### src/rtl/Noc_parameters.sv
// Shared NoC router parameters and scheduler state encoding.
package Noc_parameters;

  localparam int Noc_VC_Channel = 4;
  localparam int Noc_Flit_Width = 32;
  localparam int Noc_VC_Credits = 8;

  typedef enum logic {
    IDLE   = 1'b0,
    LOCKED = 1'b1
  } sched_state_e;

endpackage

### src/rtl/noc_rr_arbiter.sv
// Round-robin arbiter: one-hot grant to the first request at or after the pointer.
module noc_rr_arbiter #(
  parameter int N = 4
) (
  input  logic         clk,
  input  logic         rst,
  input  logic         clear,
  input  logic [N-1:0] req,
  input  logic         advance,
  output logic [N-1:0] grant
);

  localparam int PW = (N > 1) ? $clog2(N) : 1;

  logic [PW-1:0] ptr_r;
  logic [PW-1:0] ptr_next_s;
  logic [PW-1:0] idx_s;
  logic          found_s;

  // scan from the pointer with wrap and stop at the first request
  always_comb begin
    grant      = '0;
    ptr_next_s = ptr_r;
    found_s    = 1'b0;
    idx_s      = '0;
    for (int i = 0; i < N; i++) begin
      idx_s = PW'((int'(ptr_r) + i) % N);
      if (!found_s && req[idx_s]) begin
        found_s      = 1'b1;
        grant[idx_s] = 1'b1;
        ptr_next_s   = (idx_s == PW'(N - 1)) ? '0 : idx_s + PW'(1);
      end else begin
        found_s = found_s;
      end
    end
  end

  // pointer moves past the winner only when the grant is taken
  always_ff @(posedge clk or posedge rst) begin
    if (rst) begin
      ptr_r <= '0;
    end else if (clear) begin
      ptr_r <= '0;
    end else if (advance && found_s) begin
      ptr_r <= ptr_next_s;
    end else begin
      ptr_r <= ptr_r;
    end
  end

endmodule

### src/rtl/noc_vc_output_scheduler.sv
// Credit-based output scheduler: round-robin over VC FIFOs onto one link,
// with per-VC downstream credits and optional packet locking.
module noc_vc_output_scheduler
  import Noc_parameters::*;
#(
  parameter int CHANNELS    = Noc_VC_Channel,
  parameter int FLIT_WIDTH  = Noc_Flit_Width,
  parameter int CREDITS     = Noc_VC_Credits,
  parameter bit LOCK_PACKET = 1'b0
) (
  input  logic                                noc_clk,
  input  logic                                noc_rst,
  input  logic                                i_clear,
  input  logic [CHANNELS-1:0]                 i_vc_valid,
  input  logic [CHANNELS-1:0][FLIT_WIDTH-1:0] i_vc_flit,
  input  logic [CHANNELS-1:0]                 i_vc_tail,
  output logic [CHANNELS-1:0]                 o_vc_pop,
  output logic                                o_valid,
  output logic [CHANNELS-1:0]                 o_vc,
  output logic [FLIT_WIDTH-1:0]               o_flit,
  input  logic [CHANNELS-1:0]                 i_credit,
  output logic [CHANNELS-1:0]                 o_credit_avail,
  output logic                                o_credit_error
);

  localparam int CW = $clog2(CREDITS + 1);
  localparam int VW = $clog2(CHANNELS);

  logic [CW-1:0]         credit_r [CHANNELS];
  sched_state_e          state_r;
  sched_state_e          state_next_s;
  logic [VW-1:0]         lock_vc_r;
  logic [VW-1:0]         lock_vc_next_s;
  logic [VW-1:0]         grant_idx_s;
  logic [CHANNELS-1:0]   elig_s;
  logic [CHANNELS-1:0]   avail_s;
  logic [CHANNELS-1:0]   req_s;
  logic [CHANNELS-1:0]   grant_s;
  logic                  any_grant_s;
  logic                  grant_tail_s;
  logic [FLIT_WIDTH-1:0] grant_flit_s;
  logic                  valid_r;
  logic [CHANNELS-1:0]   vc_r;
  logic [FLIT_WIDTH-1:0] flit_r;
  logic                  error_r;

  // eligibility, with requests masked to the owner while a packet holds the link
  always_comb begin
    elig_s  = '0;
    avail_s = '0;
    for (int v = 0; v < CHANNELS; v++) begin
      avail_s[v] = (credit_r[v] != '0);
      elig_s[v]  = i_vc_valid[v] & avail_s[v];
    end
    if (noc_rst || i_clear) begin
      req_s = '0;
    end else if (LOCK_PACKET && (state_r == LOCKED)) begin
      req_s = elig_s & (CHANNELS'(1) << lock_vc_r);
    end else begin
      req_s = elig_s;
    end
  end

  noc_rr_arbiter #(.N(CHANNELS)) u_arb (
    .clk     (noc_clk),
    .rst     (noc_rst),
    .clear   (i_clear),
    .req     (req_s),
    .advance (any_grant_s),
    .grant   (grant_s)
  );

  // one-hot grant to index, flit and tail via AND-OR muxing
  always_comb begin
    grant_idx_s  = '0;
    grant_flit_s = '0;
    for (int v = 0; v < CHANNELS; v++) begin
      grant_idx_s  = grant_idx_s | (VW'(v) & {VW{grant_s[v]}});
      grant_flit_s = grant_flit_s | (i_vc_flit[v] & {FLIT_WIDTH{grant_s[v]}});
    end
    any_grant_s  = |grant_s;
    grant_tail_s = |(grant_s & i_vc_tail);
  end

  // packet lock next-state
  always_comb begin
    state_next_s   = state_r;
    lock_vc_next_s = lock_vc_r;
    case (state_r)
      IDLE: begin
        if (LOCK_PACKET && any_grant_s && !grant_tail_s) begin
          state_next_s   = LOCKED;
          lock_vc_next_s = grant_idx_s;
        end else begin
          state_next_s = IDLE;
        end
      end
      LOCKED: begin
        if (any_grant_s && grant_tail_s) begin
          state_next_s = IDLE;
        end else begin
          state_next_s = LOCKED;
        end
      end
      default: begin
        state_next_s = IDLE;
      end
    endcase
  end

  // packet lock state register
  always_ff @(posedge noc_clk or posedge noc_rst) begin
    if (noc_rst) begin
      state_r   <= IDLE;
      lock_vc_r <= '0;
    end else if (i_clear) begin
      state_r   <= IDLE;
      lock_vc_r <= '0;
    end else begin
      state_r   <= state_next_s;
      lock_vc_r <= lock_vc_next_s;
    end
  end

  // credit counters; a return at full count is held and flagged, never wrapped
  always_ff @(posedge noc_clk or posedge noc_rst) begin
    if (noc_rst) begin
      for (int v = 0; v < CHANNELS; v++) credit_r[v] <= CW'(CREDITS);
      error_r <= 1'b0;
    end else if (i_clear) begin
      for (int v = 0; v < CHANNELS; v++) credit_r[v] <= CW'(CREDITS);
      error_r <= 1'b0;
    end else begin
      for (int v = 0; v < CHANNELS; v++) begin
        case ({grant_s[v], i_credit[v]})
          2'b01: begin
            if (credit_r[v] == CW'(CREDITS)) begin
              error_r <= 1'b1;
            end else begin
              credit_r[v] <= credit_r[v] + CW'(1);
            end
          end
          2'b10:   credit_r[v] <= credit_r[v] - CW'(1);
          default: credit_r[v] <= credit_r[v];
        endcase
      end
    end
  end

  // link register; tag and flit hold across idle cycles
  always_ff @(posedge noc_clk or posedge noc_rst) begin
    if (noc_rst) begin
      valid_r <= 1'b0;
      vc_r    <= '0;
      flit_r  <= '0;
    end else if (i_clear) begin
      valid_r <= 1'b0;
      vc_r    <= '0;
      flit_r  <= '0;
    end else begin
      valid_r <= any_grant_s;
      if (any_grant_s) begin
        vc_r   <= grant_s;
        flit_r <= grant_flit_s;
      end
    end
  end

  assign o_vc_pop       = grant_s;
  assign o_valid        = valid_r;
  assign o_vc           = vc_r;
  assign o_flit         = flit_r;
  assign o_credit_avail = avail_s;
  assign o_credit_error = error_r;

endmodule
### config.mk
export PLATFORM = sky130hd
export DESIGN_NAME = noc_vc_output_scheduler
export DESIGN_NICKNAME = d
export VERILOG_FILES = /design/src/rtl/Noc_parameters.sv /design/src/rtl/noc_rr_arbiter.sv /design/src/rtl/noc_vc_output_scheduler.sv
export SDC_FILE = /design/constraint.sdc
export NUM_CORES = 1
export LEC_CHECK = 0
export BUFFER_PORTS_ARGS = -buffer_cell sky130_fd_sc_hd__buf_2
export CAP_MARGIN = 20
export CORE_ASPECT_RATIO = 1.25
export CORE_MARGIN = 3
export CORE_UTILIZATION = 51
export DETAILED_ROUTE_END_ITERATION = 10
export GPL_TIMING_DRIVEN = 1
export PLACE_DENSITY = 0.87
export SLEW_MARGIN = 20
export SYNTH_ARGS = -nofsm -noshare
export SYNTH_HDL_FRONTEND = slang
export SYNTH_HIERARCHICAL = 1
export SYNTH_SLANG_ARGS = --single-unit
### constraint.sdc
create_clock -name noc_clk -period 8.75 [get_ports noc_clk]
set_clock_uncertainty 0.15 [all_clocks]
set_input_delay 0.875 -clock noc_clk [delete_from_list [all_inputs] [get_ports noc_clk]]
set_output_delay 0.875 -clock noc_clk [all_outputs]
set_load 0.02 [all_outputs]
Word level (Yosys, flattened, before mapping)
Index checks and enable logic that the tools add are counted.
{"block": "totals", "out_inout_bits": 46, "regBits": 56, "elab_cells": 153}
{"block": "op_classes", "n_mux": 58, "eq_ne": 20, "n_reduce_logical": 29, "add_sub_neg": 15, "n_bitwise": 14, "magnitude_cmp": 8}
{"op": "32-bit AND", "count": 4}
{"op": "32-bit bitwise OR", "count": 3}
{"op": "32-bit 2-to-1 mux", "count": 2}
{"op": "4-bit 2-to-1 mux", "count": 11}
{"op": "4-bit case mux with 2 select lines", "count": 4}
{"op": "1-bit 2-to-1 mux", "count": 22}
{"op": "2-bit 2-to-1 mux", "count": 10}
{"op": "4-bit by 1-bit adder with 4-bit output (second input constant)", "count": 4}
{"op": "2-bit equality test (second input constant)", "count": 8}
{"op": "4-bit equality test (second input constant)", "count": 4}
{"op": "16-bit 2-to-1 mux", "count": 1}
{"op": "4-bit nonzero test", "count": 4}
{"op": "4-bit by 1-bit subtractor with 4-bit output (second input constant)", "count": 4}
{"op": "2-bit by 3-bit less-than comparator with 1-bit output (second input constant)", "count": 4}
{"op": "3-bit inequality test (second input constant)", "count": 4}
{"op": "4-bit bitwise OR", "count": 3}
{"op": "3-bit nonzero test", "count": 4}
{"op": "2-bit by 1-bit adder with 2-bit output (second input constant)", "count": 5}
{"op": "2-bit AND reduction", "count": 5}
{"op": "1-bit binary-select mux with 2-bit select", "count": 4}
{"op": "1-bit demux with 2-bit select", "count": 4}
{"op": "2-bit by 1-bit equality test with 1-bit output (second input constant)", "count": 4}
{"op": "2-bit by 1-bit >= comparator with 1-bit output (second input constant)", "count": 4}
{"op": "1-bit logical AND", "count": 8}
{"op": "7 further kinds", "count": 14}

Logic depth before layout (Yosys ltp)
Gate-level depths: netlist of run 1.
{"block": "depth", "ltp_word": 24, "ltp_mapped": 17, "depth_no_buf": 13}

Hierarchy
The synthesis of run 1 kept the hierarchy.
{"mod": "noc_vc_output_scheduler", "cells_each": 339, "n_inst": 1, "area_each_um2": 3383.2}
{"mod": "noc_rr_arbiter", "cells_each": 58, "n_inst": 1, "area_each_um2": 538.0}

Worst setup path after synthesis of run 1
Ideal clock, no wire load.
{"block": "synth_path", "path_kind": "input to register", "from": "in i_clear", "to": "reg credit_r[15] (netlist bit)", "stages": 17, "required_ps": 8506, "slack_ps": 4043, "arrival_time_ps": 4463, "setup_ps": 94, "path_cell_list": "buf_2 buf_2 nor2_1 and3_1 mux4_2 buf_2 nor2b_1 a22oi_1 o21ai_0 buf_2 nand2b_1 inv_1 ha_1 a21o_1 a21oi_1 a21oi_1 a311oi_1"}
{"block": "synth_between", "elab_chain_len": 17, "elab_cells_between_ends": 33, "cone_classes": "eq/ne: 3; mux: 18; bitwise: 3; reduce/logical: 9"}
{"element": "start: declaration", "line": "noc_vc_output_scheduler.sv:13", "source": "input logic i_clear,"}
{"element": "1-bit logical OR *", "line": "noc_vc_output_scheduler.sv:55", "source": "if (noc_rst || i_clear) begin"}
{"element": "4-bit 2-to-1 mux *", "line": "noc_vc_output_scheduler.sv:55"}
{"element": "net req_s[2]", "line": "noc_vc_output_scheduler.sv:37", "source": "logic [CHANNELS-1:0] req_s;"}
{"element": "1-bit binary-select mux with 2-bit select", "line": "noc_rr_arbiter.sv:28", "source": "if (!found_s && req[idx_s]) begin"}
{"element": "1-bit 2-to-1 mux (not written as such)", "line": "noc_rr_arbiter.sv:28"}
{"element": "1-bit 2-to-1 mux", "line": "noc_rr_arbiter.sv:28"}
{"element": "1-bit logical NOT", "line": "noc_rr_arbiter.sv:28"}
{"element": "1-bit logical AND", "line": "noc_rr_arbiter.sv:28"}
{"element": "[3 not listed]"}
{"element": "1-bit 2-to-1 mux", "line": "noc_rr_arbiter.sv:28"}
{"element": "1-bit logical NOT", "line": "noc_rr_arbiter.sv:28"}
{"element": "1-bit logical AND", "line": "noc_rr_arbiter.sv:28"}
{"element": "4-bit 2-to-1 mux *", "line": "noc_rr_arbiter.sv:28"}
{"element": "net o_vc_pop[0]", "line": "noc_vc_output_scheduler.sv:17", "source": "output logic [CHANNELS-1:0] o_vc_pop,"}
{"element": "2-bit equality test / 2-bit by 1-bit equality test with 1-bit output (equally long branches)", "line": "noc_vc_output_scheduler.sv:135", "source": "case ({grant_s[v], i_credit[v]})"}
{"element": "4-bit case mux with 2 select lines, or another cell as far along", "line": "noc_vc_output_scheduler.sv:135"}
{"element": "16-bit 2-to-1 mux / 2-bit AND reduction (equally long branches)"}
{"element": "end signal: indexed assignment", "line": "noc_vc_output_scheduler.sv:140", "source": "credit_r[v] <= credit_r[v] + CW'(1);"}
{"element": "end signal: indexed assignment", "line": "noc_vc_output_scheduler.sv:143", "source": "2'b10: credit_r[v] <= credit_r[v] - CW'(1);"}
{"element": "end signal: indexed assignment", "line": "noc_vc_output_scheduler.sv:144", "source": "default: credit_r[v] <= credit_r[v];"}
{"element": "end: declaration", "line": "noc_vc_output_scheduler.sv:29", "source": "logic [CW-1:0] credit_r [CHANNELS];"}
Mark *: on every way through the listed nets, which the timed path passes. The rest lies on a longest branch. The select of a mux whose other input is x is not followed.
A chain may end at the register's enable or synchronous reset.

Final worst setup path of run 1
{"block": "layout_path", "from": "in i_clear", "to": "reg credit_r[3] (netlist bit)"}
{"block": "layout_between", "elab_chain_len": 17, "elab_cells_between_ends": 33, "cone_classes": "eq/ne: 3; mux: 18; bitwise: 3; reduce/logical: 9"}
{"element": "1-bit logical OR *", "line": "noc_vc_output_scheduler.sv:55"}
{"element": "4-bit 2-to-1 mux *", "line": "noc_vc_output_scheduler.sv:55"}
{"element": "net req_s[2]", "line": "noc_vc_output_scheduler.sv:37"}
{"element": "1-bit binary-select mux with 2-bit select", "line": "noc_rr_arbiter.sv:28"}
{"element": "1-bit 2-to-1 mux (not written as such)", "line": "noc_rr_arbiter.sv:28"}
{"element": "1-bit 2-to-1 mux", "line": "noc_rr_arbiter.sv:28"}
{"element": "1-bit logical NOT", "line": "noc_rr_arbiter.sv:28"}
{"element": "1-bit logical AND", "line": "noc_rr_arbiter.sv:28"}
{"element": "[2 not listed]"}
{"element": "1-bit logical AND", "line": "noc_rr_arbiter.sv:28"}
{"element": "1-bit 2-to-1 mux", "line": "noc_rr_arbiter.sv:28"}
{"element": "1-bit logical NOT", "line": "noc_rr_arbiter.sv:28"}
{"element": "1-bit logical AND", "line": "noc_rr_arbiter.sv:28"}
{"element": "4-bit 2-to-1 mux *", "line": "noc_rr_arbiter.sv:28"}
{"element": "2-bit equality test / 2-bit by 1-bit equality test with 1-bit output (equally long branches)", "line": "noc_vc_output_scheduler.sv:135"}
{"element": "4-bit case mux with 2 select lines, or another cell as far along", "line": "noc_vc_output_scheduler.sv:135"}
{"element": "16-bit 2-to-1 mux / 2-bit AND reduction (equally long branches)"}
Marks and branches as above.

==> results_dict.tcl, run 1 <==
set metrics [dict create \
    vias 3982 \
    dp_hpwl_microns 9170 \
    grt_pass1_vias 3883 \
    post_cts_buffers 0 \
    critPathBufInv 3 \
    rsz0062_at_grt "no" \
    cp-end-kind "flip-flop" \
    final_cell_mix "buf_2, dfrtp_1, nand2_1, a22o_1, a221oi_1" \
    period_share_pct 60.0 \
    clk_pin_slew_ns 0.11 \
    crit_top_cell "a21oi_1" \
    p_per_area_mw_per_mm2 252 \
    dpl_worst_slack_ns 3.27 \
    synth_ff_type "dfrtp_1" \
    grt_pass1_wl_microns 19000 \
    syn-cell-area_sq_mm 0.00392 \
    die_area_sq_mm 0.00878 \
    final_area_sq_mm 0.00496 \
    slew_violations 0 \
    relSlewSlack_pct 30.7 \
    viasPerCell 6.08 \
    syn_area_per_cell_sq_um 9.88 \
    cts_tree "yes" \
    clk_root_buffer_cell "clkbuf_8" \
    timing.final.hold_violations 0 \
    place_area_sq_mm 0.00483 \
    wl_per_cell_microns 18.3 \
    grt_usage_pct 26.4 \
    max_stage_delay_ns 0.70 \
    yosysUniqueCellTypes 50 \
    crit_fanout 31 \
    core.rowCount 35 \
    worstPathRequired_ns 8.83 \
    layout_commonest_cell "buf_2" \
    synth_cells 397 \
    yosysWarnings 6 \
    cp_top_family "compound AO/OA/AOI/OAI gates" \
    core-area_sq_mm 0.00744 \
    n_antenna_cell 0 \
    setup_viol 0 \
    worst_pin_slew_ns 1.04 \
    portBuffers 184 \
    clock_sinks 56 \
    crit_path_start_kind "input pin" \
    die_y_microns 104 \
    synth.ff_latch_count 56 \
    drc 0 \
    final.setup.worst_slack_ns 3.50 \
    ios 189 \
    numCtsBuffers 5 \
    routed_wirelength_microns 12000 \
    post-route-min-period_ns 5.25 \
    fin_nets 722 \
    status "complete, no violations" \
    cts.repair.resized 0 \
    synthArstFlopShare_pct 100 \
    hold_class "input pin to asynchronous set/reset pin" \
    grt_overflow_total 0 \
    area_growth_pct 26.6 \
    synth_nets 557 \
    drtIter0Drc 201 \
    die_x_microns 84.4 \
    holdBufCountCts 0 \
    antenna_found_initial 4 \
    setup_tns_ns 0 \
    synth_edf_count 0 \
    drv_cap 0 \
    ys_seq_area_share_pct 35.9 \
    worstSetupPathType "input pin to flip-flop" \
    p_leak_nw 2.47 \
    vdd_drop_max_mv 0.157 \
    ctsHtreeMaxLevel 2 \
    arrival_ns 5.33 \
    clk_latency_ns 0.31 \
    detail-route-antenna-nets 0 \
    total_power_mw 1.25 \
    drive_above_1_share_pct 43.2 \
    fmax_mhz 190 \
    path_cells "buf_2 -> nor2_1 -> and3_1 -> mux4_2 -> nor4b_2 -> a221o_1 -> buf_4 -> nand2b_1 -> inv_1 -> ha_1 -> a21o_1 -> a21oi_1 -> a21oi_1 -> a311oi_1" \
    dr.pass1.iters 4 \
    clock_path_buffers 2 \
    fin_util_pct 66.7 \
    floorplan.initialDensity_pct 52.7 \
    grt_max_degree 39 \
    place_congestion 0.903 \
    critPathSlowestCell "mux4_2" \
]
[final timing paths]
check	end	slack (ns)	cells past startpoint	start
worst max-delay path	credit_r[3]	3.50	14	i_clear
worst min-delay path	u_arb/ptr_r[0]	0.28	2	noc_rst
worst max register to register	credit_r[3]	3.65	13	credit_r[0]
worst min register to register	o_flit[29]	0.34	2	o_flit[29]
max in group asynchronous	credit_r[3]	7.19	3	noc_rst
min in group noc_clk	o_flit[29]	0.34	2	o_flit[29]
[area by class of cell]
class                           count  area (sq um)
Multi-Input combinational cell    301          2320
Tap cell                           92           115
Inverter                           11          43.8
Timing Repair Buffer              187           943
Clock buffer                        5          68.8
Sequential cell                    56          1410
Clock inverter                      3          68.8
Fill cell                         624          2480
[registers in the layout (all words and copies together) (netlist names)]
signal          flops
o_credit_error      1
u_arb/ptr_r         2
o_vc                4
o_valid             1
o_flit             32
credit_r           16
[report_power, final]
group | internal (mW) | switching, mW | leakage [nW]
Sequential | 0.343 | 0.0660 | 0.754
Clock | 0.115 | 0.0895 | 0.0687
Combinational | 0.237 | 0.399 | 1.65
[kinds of logic (layout without fill, tap and decap cells)]
group	after synthesis	after routing	synth area share (%)
xor gates and xnor gates	8	8	1.79
buffers and inverters	40	206	5.90
adders and majority gates	17	17	6.19
and+or+nand+nor	114	114	15.5
AOI/OAI and AO/OA	154	154	31.4
DFF	56	56	35.9
muxes	8	8	3.35
[stage by stage]
step	instances	hold slack (ns)
global placement	647	0.307
finish	655	0.277
global route	655	0.268
detailed placement	647	0.312
floorplan	397	0.421
CTS	655	0.267
[worst reg2reg max path: stages, from the launching register on]
cell,delay [ns]
dfrtp_1,0.48
or4_1,0.62
and3_1,0.28
mux4_2,0.70
nor4b_2,0.52
a221o_1,0.44
buf_4,0.40
nand2b_1,0.18
inv_1,0.18
ha_1,0.26
a21o_1,0.19
a21oi_1,0.29
a21oi_1,0.08
a311oi_1,0.25
[Yosys cell counts, types with 5 or more instances]
cell      count  share of area [%]
dfrtp_1      52                 33
nand2_1      44                4.2
a221oi_1     32                7.1
a22o_1       32                7.1
o21ai_2      30                6.7
nor2_1       21                2.0
a21oi_1      18                2.3
ha_1         13                4.1
clkbuf_1     11                1.1
nand2b_1     11                1.8
inv_1        10               0.96
buf_6         9                2.6
nor2b_1       9                1.4
and3_1        8                1.3
xnor2_1       8                1.8
a22oi_1       6                1.1
buf_2         6               0.77
o21ai_0       6               0.77
a311oi_1      5                1.1
[routing by layer]
| metal | part of all wire (%) | GRT usage, % | up-vias |
|---|---|---|---|
| li1 | - | - | 1858 |
| met1 | 37 | 31.3 | 1900 |
| met2 | 51 | 45.3 | 181 |
| met3 | 9.4 | 8.48 | 35 |
| met4 | 2.4 | 8.71 | 8 |
| met5 | 0.42 | 0 | - |
Note: power is estimated with default switching activity, not from simulation.
==> run 2: changes to the inputs <==
--- a/config.mk
+++ b/config.mk
@@ -9,10 +9,10 @@
 export CAP_MARGIN = 20
 export CORE_ASPECT_RATIO = 1.25
 export CORE_MARGIN = 3
-export CORE_UTILIZATION = 51
+export CORE_UTILIZATION = 43
 export DETAILED_ROUTE_END_ITERATION = 10
 export GPL_TIMING_DRIVEN = 1
-export PLACE_DENSITY = 0.87
+export PLACE_DENSITY = 0.78
 export SLEW_MARGIN = 20
 export SYNTH_ARGS = -nofsm -noshare
 export SYNTH_HDL_FRONTEND = slang
==> constraint.sdc (replaced) <==
create_clock -name noc_clk -period 4.5 [get_ports noc_clk]
set_clock_uncertainty 0.15 [all_clocks]
set_input_delay 0.45 -clock noc_clk [delete_from_list [all_inputs] [get_ports noc_clk]]
set_output_delay 0.45 -clock noc_clk [all_outputs]
set_load 0.02 [all_outputs]
==> results_dict.tcl, run 2 (synthesis results as in run 1) <==
set metrics [dict create \
    wl_per_cell_microns 17.7 \
    layout_commonest_cell "buf_2" \
    worst_pin_slew_ns 0.698 \
    die_y_microns 113 \
    ios 189 \
    hold_class "input pin to flip-flop" \
    core-area_sq_mm 0.00880 \
    hold_ws_ns 0.254 \
    post-route-min-period_ns 4.23 \
    grt_overflow_total 0 \
    detail-route-antenna-nets 0 \
    cp-end-kind "flip-flop" \
    timing.final.hold_violations 0 \
    grtUsageMet1_pct 24.7 \
    grt_max_degree 55 \
    clk_root_buffer_cell "clkbuf_8" \
    clock_path_buffers 2 \
    p_per_area_mw_per_mm2 465 \
    fillCellCount 806 \
    final_cell_mix "buf_2, dfrtp_1, nand2_1, a22o_1, a221oi_1" \
    largest_register_ffs 32 \
    vdd_drop_max_mv 0.246 \
    antenna_found_initial 2 \
    grt.met2_usage_pct 42.6 \
    viasPerCell 5.75 \
    drc 0 \
    crit_top_cell "a21oi_1" \
    placed_cells 679 \
    dr.pass1.iters 4 \
    clk_latency_ns 0.31 \
    cts_tree "yes" \
    slew_violations 0 \
    period_share_pct 94.1 \
    reg2regPathDepth 13 \
    setup_viol 0 \
    worstPathRequired_ns 4.57 \
    grt_pass1_vias 3915 \
    floorplan.initialDensity_pct 44.6 \
    grt_pass1_wl_microns 19000 \
    arrival_ns 4.30 \
    numCtsBuffers 5 \
    total_power_mw 2.35 \
    grt_usage_pct 22.8 \
    max_stage_delay_ns 0.62 \
    finalNonFillerCells 694 \
    die_x_microns 91.4 \
    setup_tns_ns 0 \
    holdPathStages 3 \
    fmax_mhz 236 \
    status "complete, no violations" \
    fin_nets 732 \
    core.rowCount 38 \
    relSlewSlack_pct 53.5 \
    clock_sinks 56 \
    drv_cap 0 \
    p_leak_nw 2.50 \
    routed_wirelength_microns 12300 \
    vias 3992 \
    drtIter0Drc 143 \
    busiest_layer "met2" \
    final.setup.worst_slack_ns 0.267 \
    path_cells "or4_1 -> and3_1 -> mux4_2 -> nor4b_4 -> a22oi_1 -> o21ai_4 -> nand2b_1 -> inv_1 -> ha_1 -> a21o_1 -> a21oi_1 -> a21oi_1 -> a311oi_1" \
    dpl_worst_slack_ns 0.127 \
    worstSetupPathType "flip-flop to flip-flop" \
    critPathSlowestCell "mux4_2" \
    place_congestion 0.907 \
    clk_pin_slew_ns 0.11 \
    crit_fanout 11 \
    gr-usage-met3_pct 7.25 \
    area_growth_pct 28.9 \
    crit_path_start_kind "flip-flop" \
    ctsHtreeMaxLevel 2 \
    dp_hpwl_microns 9230 \
    die_area_sq_mm 0.0103 \
    portBuffers 184 \
    drive_above_1_share_pct 44.0 \
]
-- run 2: cell types whose count changed in the layout (fill, tap and decap cells not counted), sizes merged --
cell / before / now
buf: 187 / 195
bufinv: 2 / 0
clkinv: 0 / 2
diode: 0 / 1
dlygate4sd3: 0 / 1
nand2b: 12 / 13
-- run 2: repair_timing --
| action | in CTS | in global routing |
|---|---|---|
| setup endpoints to repair | 0 | 40 |
| hold buffers | 1 | 0 |
| resized for setup | 0 | 1 |
| endpoints found under the hold margin | 2 | 0 |
| buffers inserted | 0 | 4 |
-- run 2: metal layers --
layer	up-vias	part of all wire [%]
met5	-	0.11
met4	2	1.4
met3	14	8.9
met2	161	53
met1	1938	37
li1	1877	-
-- run 2: per-stage QoR --
step	instance area (sq um)	util, %
2_1_floorplan	3920	-
3_3_place_gp	4900	55.7
3_5_place_dp	4900	55.7
4_1_cts	5000	56.9
5_1_grt	5050	57.5
6_report	5050	57.5
-- run 2: path summary, 6_finish.rpt --
path / from / end / slack (ns)
max: credit_r[4] / credit_r[11] / 0.27
min: i_vc_flit[79] / o_flit[15] / 0.25
max reg2reg: credit_r[4] / credit_r[11] / 0.27
min reg2reg: o_flit[12] / o_flit[12] / 0.33
max in group asynchronous: noc_rst / o_flit[24] / 3.01
min in group asynchronous: noc_rst / u_arb/ptr_r[0] / 0.40
-- run 2: layout make-up --
| cell class | instances | area (sq um) | area share (%) |
|---|---|---|---|
| clock inverters | 3 | 22.5 | 0.446 |
| well taps | 120 | 150 | 2.97 |
| diodes | 1 | 2.50 | 0.0495 |
| multi-input cells | 302 | 2330 | 46.2 |
| flip-flops and latches | 56 | 1410 | 27.8 |
| inverters | 11 | 43.8 | 0.866 |
| clock buffers | 5 | 68.8 | 1.36 |
| repair buffers | 196 | 1030 | 20.3 |
-- run 2: power by group --
part	leakage, nW	switching, mW	internal (mW)
clock network	0.0485	0.172	0.112
registers	0.754	0.122	0.666
logic	1.70	0.800	0.479
total	2.50	1.09	1.26
-- run 2: critical path, delay by kind of cell, from the launching register on --
kind                     cells  cell delay, ns
AND/OR/NAND/NOR              4            1.43
buffers and inverters        1            0.16
flip-flops                   1            0.47
AO/OA/AOI/OAI                6            1.07
multiplexers                 1            0.62
adder cells (fa/ha/maj)      1            0.25
==> run 3: changes to the inputs <==
--- a/config.mk
+++ b/config.mk
@@ -9,10 +9,10 @@
 export CAP_MARGIN = 20
 export CORE_ASPECT_RATIO = 1.25
 export CORE_MARGIN = 3
-export CORE_UTILIZATION = 43
+export CORE_UTILIZATION = 51
 export DETAILED_ROUTE_END_ITERATION = 10
 export GPL_TIMING_DRIVEN = 1
-export PLACE_DENSITY = 0.78
+export PLACE_DENSITY = 0.87
 export SLEW_MARGIN = 20
 export SYNTH_ARGS = -nofsm -noshare
 export SYNTH_HDL_FRONTEND = slang
==> constraint.sdc (replaced) <==
create_clock -name noc_clk -period 5.15 [get_ports noc_clk]
set_clock_uncertainty 0.15 [all_clocks]
set_input_delay 0.515 -clock noc_clk [delete_from_list [all_inputs] [get_ports noc_clk]]
set_output_delay 0.515 -clock noc_clk [all_outputs]
set_load 0.02 [all_outputs]
==> results_dict.tcl, run 3 (synthesis results as in run 1) <==
set metrics [dict create \
    vias 3940 \
    setup_tns_ns 0 \
    clk_latency_ns 0.32 \
    vdd_drop_max_mv 0.244 \
    clock_path_buffers 2 \
    cts.repair.resized 0 \
    clk_root_buffer_cell "clkbuf_8" \
    grt_overflow_total 0 \
    viasPerCell 5.97 \
    place_area_sq_mm 0.00485 \
    detail-route-antenna-nets 0 \
    crit_path_start_kind "flip-flop" \
    area_growth_pct 26.3 \
    fmax_mhz 208 \
    largest_register_ffs 32 \
    drtIter0Drc 251 \
    drive_above_1_share_pct 43.4 \
    layout_commonest_cell "buf_2" \
    p_per_area_mw_per_mm2 409 \
    die_x_microns 84.4 \
    ios 189 \
    post_cts_buffers 0 \
    arrival_ns 4.15 \
    crit_fanout 28 \
    grt_max_degree 55 \
    clock_sinks 56 \
    dp_hpwl_microns 9180 \
    total_power_mw 2.03 \
    setup_viol 0 \
    timing.final.hold_violations 0 \
    routed_wirelength_microns 12100 \
    wl_per_cell_microns 18.3 \
    final_area_sq_mm 0.00495 \
    place_congestion 0.880 \
    worstPathRequired_ns 4.49 \
    hold_class "input pin to flip-flop" \
    grt_usage_pct 26.2 \
    drc 0 \
    drv_cap 0 \
    core.rowCount 35 \
    final_cell_mix "buf_2, dfrtp_1, nand2_1, a22o_1, a221oi_1" \
    floorplan.initialDensity_pct 52.7 \
    status "complete, no violations" \
    cp-end-kind "output pin" \
    cts_tree "yes" \
    dr.pass1.iters 5 \
    multi_input_area_sq_mm 0.00232 \
    relSlewSlack_pct 53.0 \
    final.setup.worst_slack_ns 0.336 \
    post-route-min-period_ns 4.81 \
    die_area_sq_mm 0.00878 \
    slew_violations 0 \
    core-area_sq_mm 0.00744 \
    fillCellCount 602 \
    dpl_worst_slack_ns 0.516 \
    antenna_found_initial 3 \
    rsz0062_at_grt "no" \
    die_y_microns 104 \
    worst_pin_slew_ns 0.705 \
    ctsHtreeMaxLevel 2 \
    grt_pass1_vias 3819 \
    period_share_pct 93.5 \
    numCtsBuffers 5 \
    fin_nets 726 \
    p_leak_nw 2.47 \
    seqCellArea_sq_mm 0.00141 \
    grt_pass1_wl_microns 18600 \
    portBuffers 184 \
    worstSetupPathType "flip-flop to output pin" \
    clk_pin_slew_ns 0.11 \
]
==> run 3: stage by stage <==
step | instances | hold slack (ns) | utilization, %
final | 660 | 0.321 | 66.5
after global placement | 650 | 0.250 | 65.1
after detailed placement | 650 | 0.254 | 65.1
after global routing | 659 | 0.305 | 66.5
after floorplan | 397 | 0.106 | -
after CTS | 659 | 0.313 | 66.5
==> run 3: what timing repair did <==
action                                 4_1_cts  5_1_grt
setup endpoints to repair                    0        0
hold buffers                                 1        0
endpoints found under the hold margin        2        0
==> run 3: final timing paths <==
path / cells after the start / slack [ns] / endpoint / startpoint
worst max register to register: 12 / 0.39 / credit_r[3] / credit_r[4]
min in group asynchronous: 3 / 0.47 / u_arb/ptr_r[0] / noc_rst
worst max-delay path: 7 / 0.34 / o_vc_pop[3] / credit_r[4]
worst min-delay path: 3 / 0.32 / o_flit[31] / i_vc_flit[127]
max in group asynchronous: 4 / 3.56 / o_flit[2] / noc_rst
worst min register to register: 2 / 0.33 / o_flit[10] / o_flit[10]
==> run 3: report_power, final <==
| group | total [mW] | internal, mW | switching (mW) | leakage [nW] |
|---|---|---|---|---|
| registers | 0.693 | 0.582 | 0.111 | 0.754 |
| logic | 1.09 | 0.407 | 0.679 | 1.67 |
| clock network | 0.246 | 0.0969 | 0.149 | 0.0445 |
| total | 2.03 | 1.09 | 0.939 | 2.47 |
==> run 3: layer usage <==
layer / wire length [microns] / part of all wire [%] / up-vias / global-route usage, %
met5: 43 / 0.36 / - / 0
li1: - / - / 1871 / -
met1: 4260 / 35 / 1840 / 30.0
met2: 6230 / 52 / 201 / 46.4
met3: 1320 / 11 / 22 / 8.16
met4: 193 / 1.6 / 6 / 7.92
==> run 3: layout make-up <==
type / instances / area share, %
inverters: 11 / 0.885
flip-flops and latches: 56 / 28.4
clock buffers: 5 / 1.39
clock inverters: 3 / 0.430
diodes: 1 / 0.0505
multi-input cells: 301 / 46.8
well taps: 92 / 2.32
repair buffers: 191 / 19.7
==> run 3: critical path, cell delays in order (launching register included) <==
cell and delay [ns]:
dfrtp_1 0.46, or4_1 0.63, and3_1 0.29, mux4_2 0.69, nor4b_2 0.53, a221o_1 0.56
buf_4 0.40, buf_2 0.23
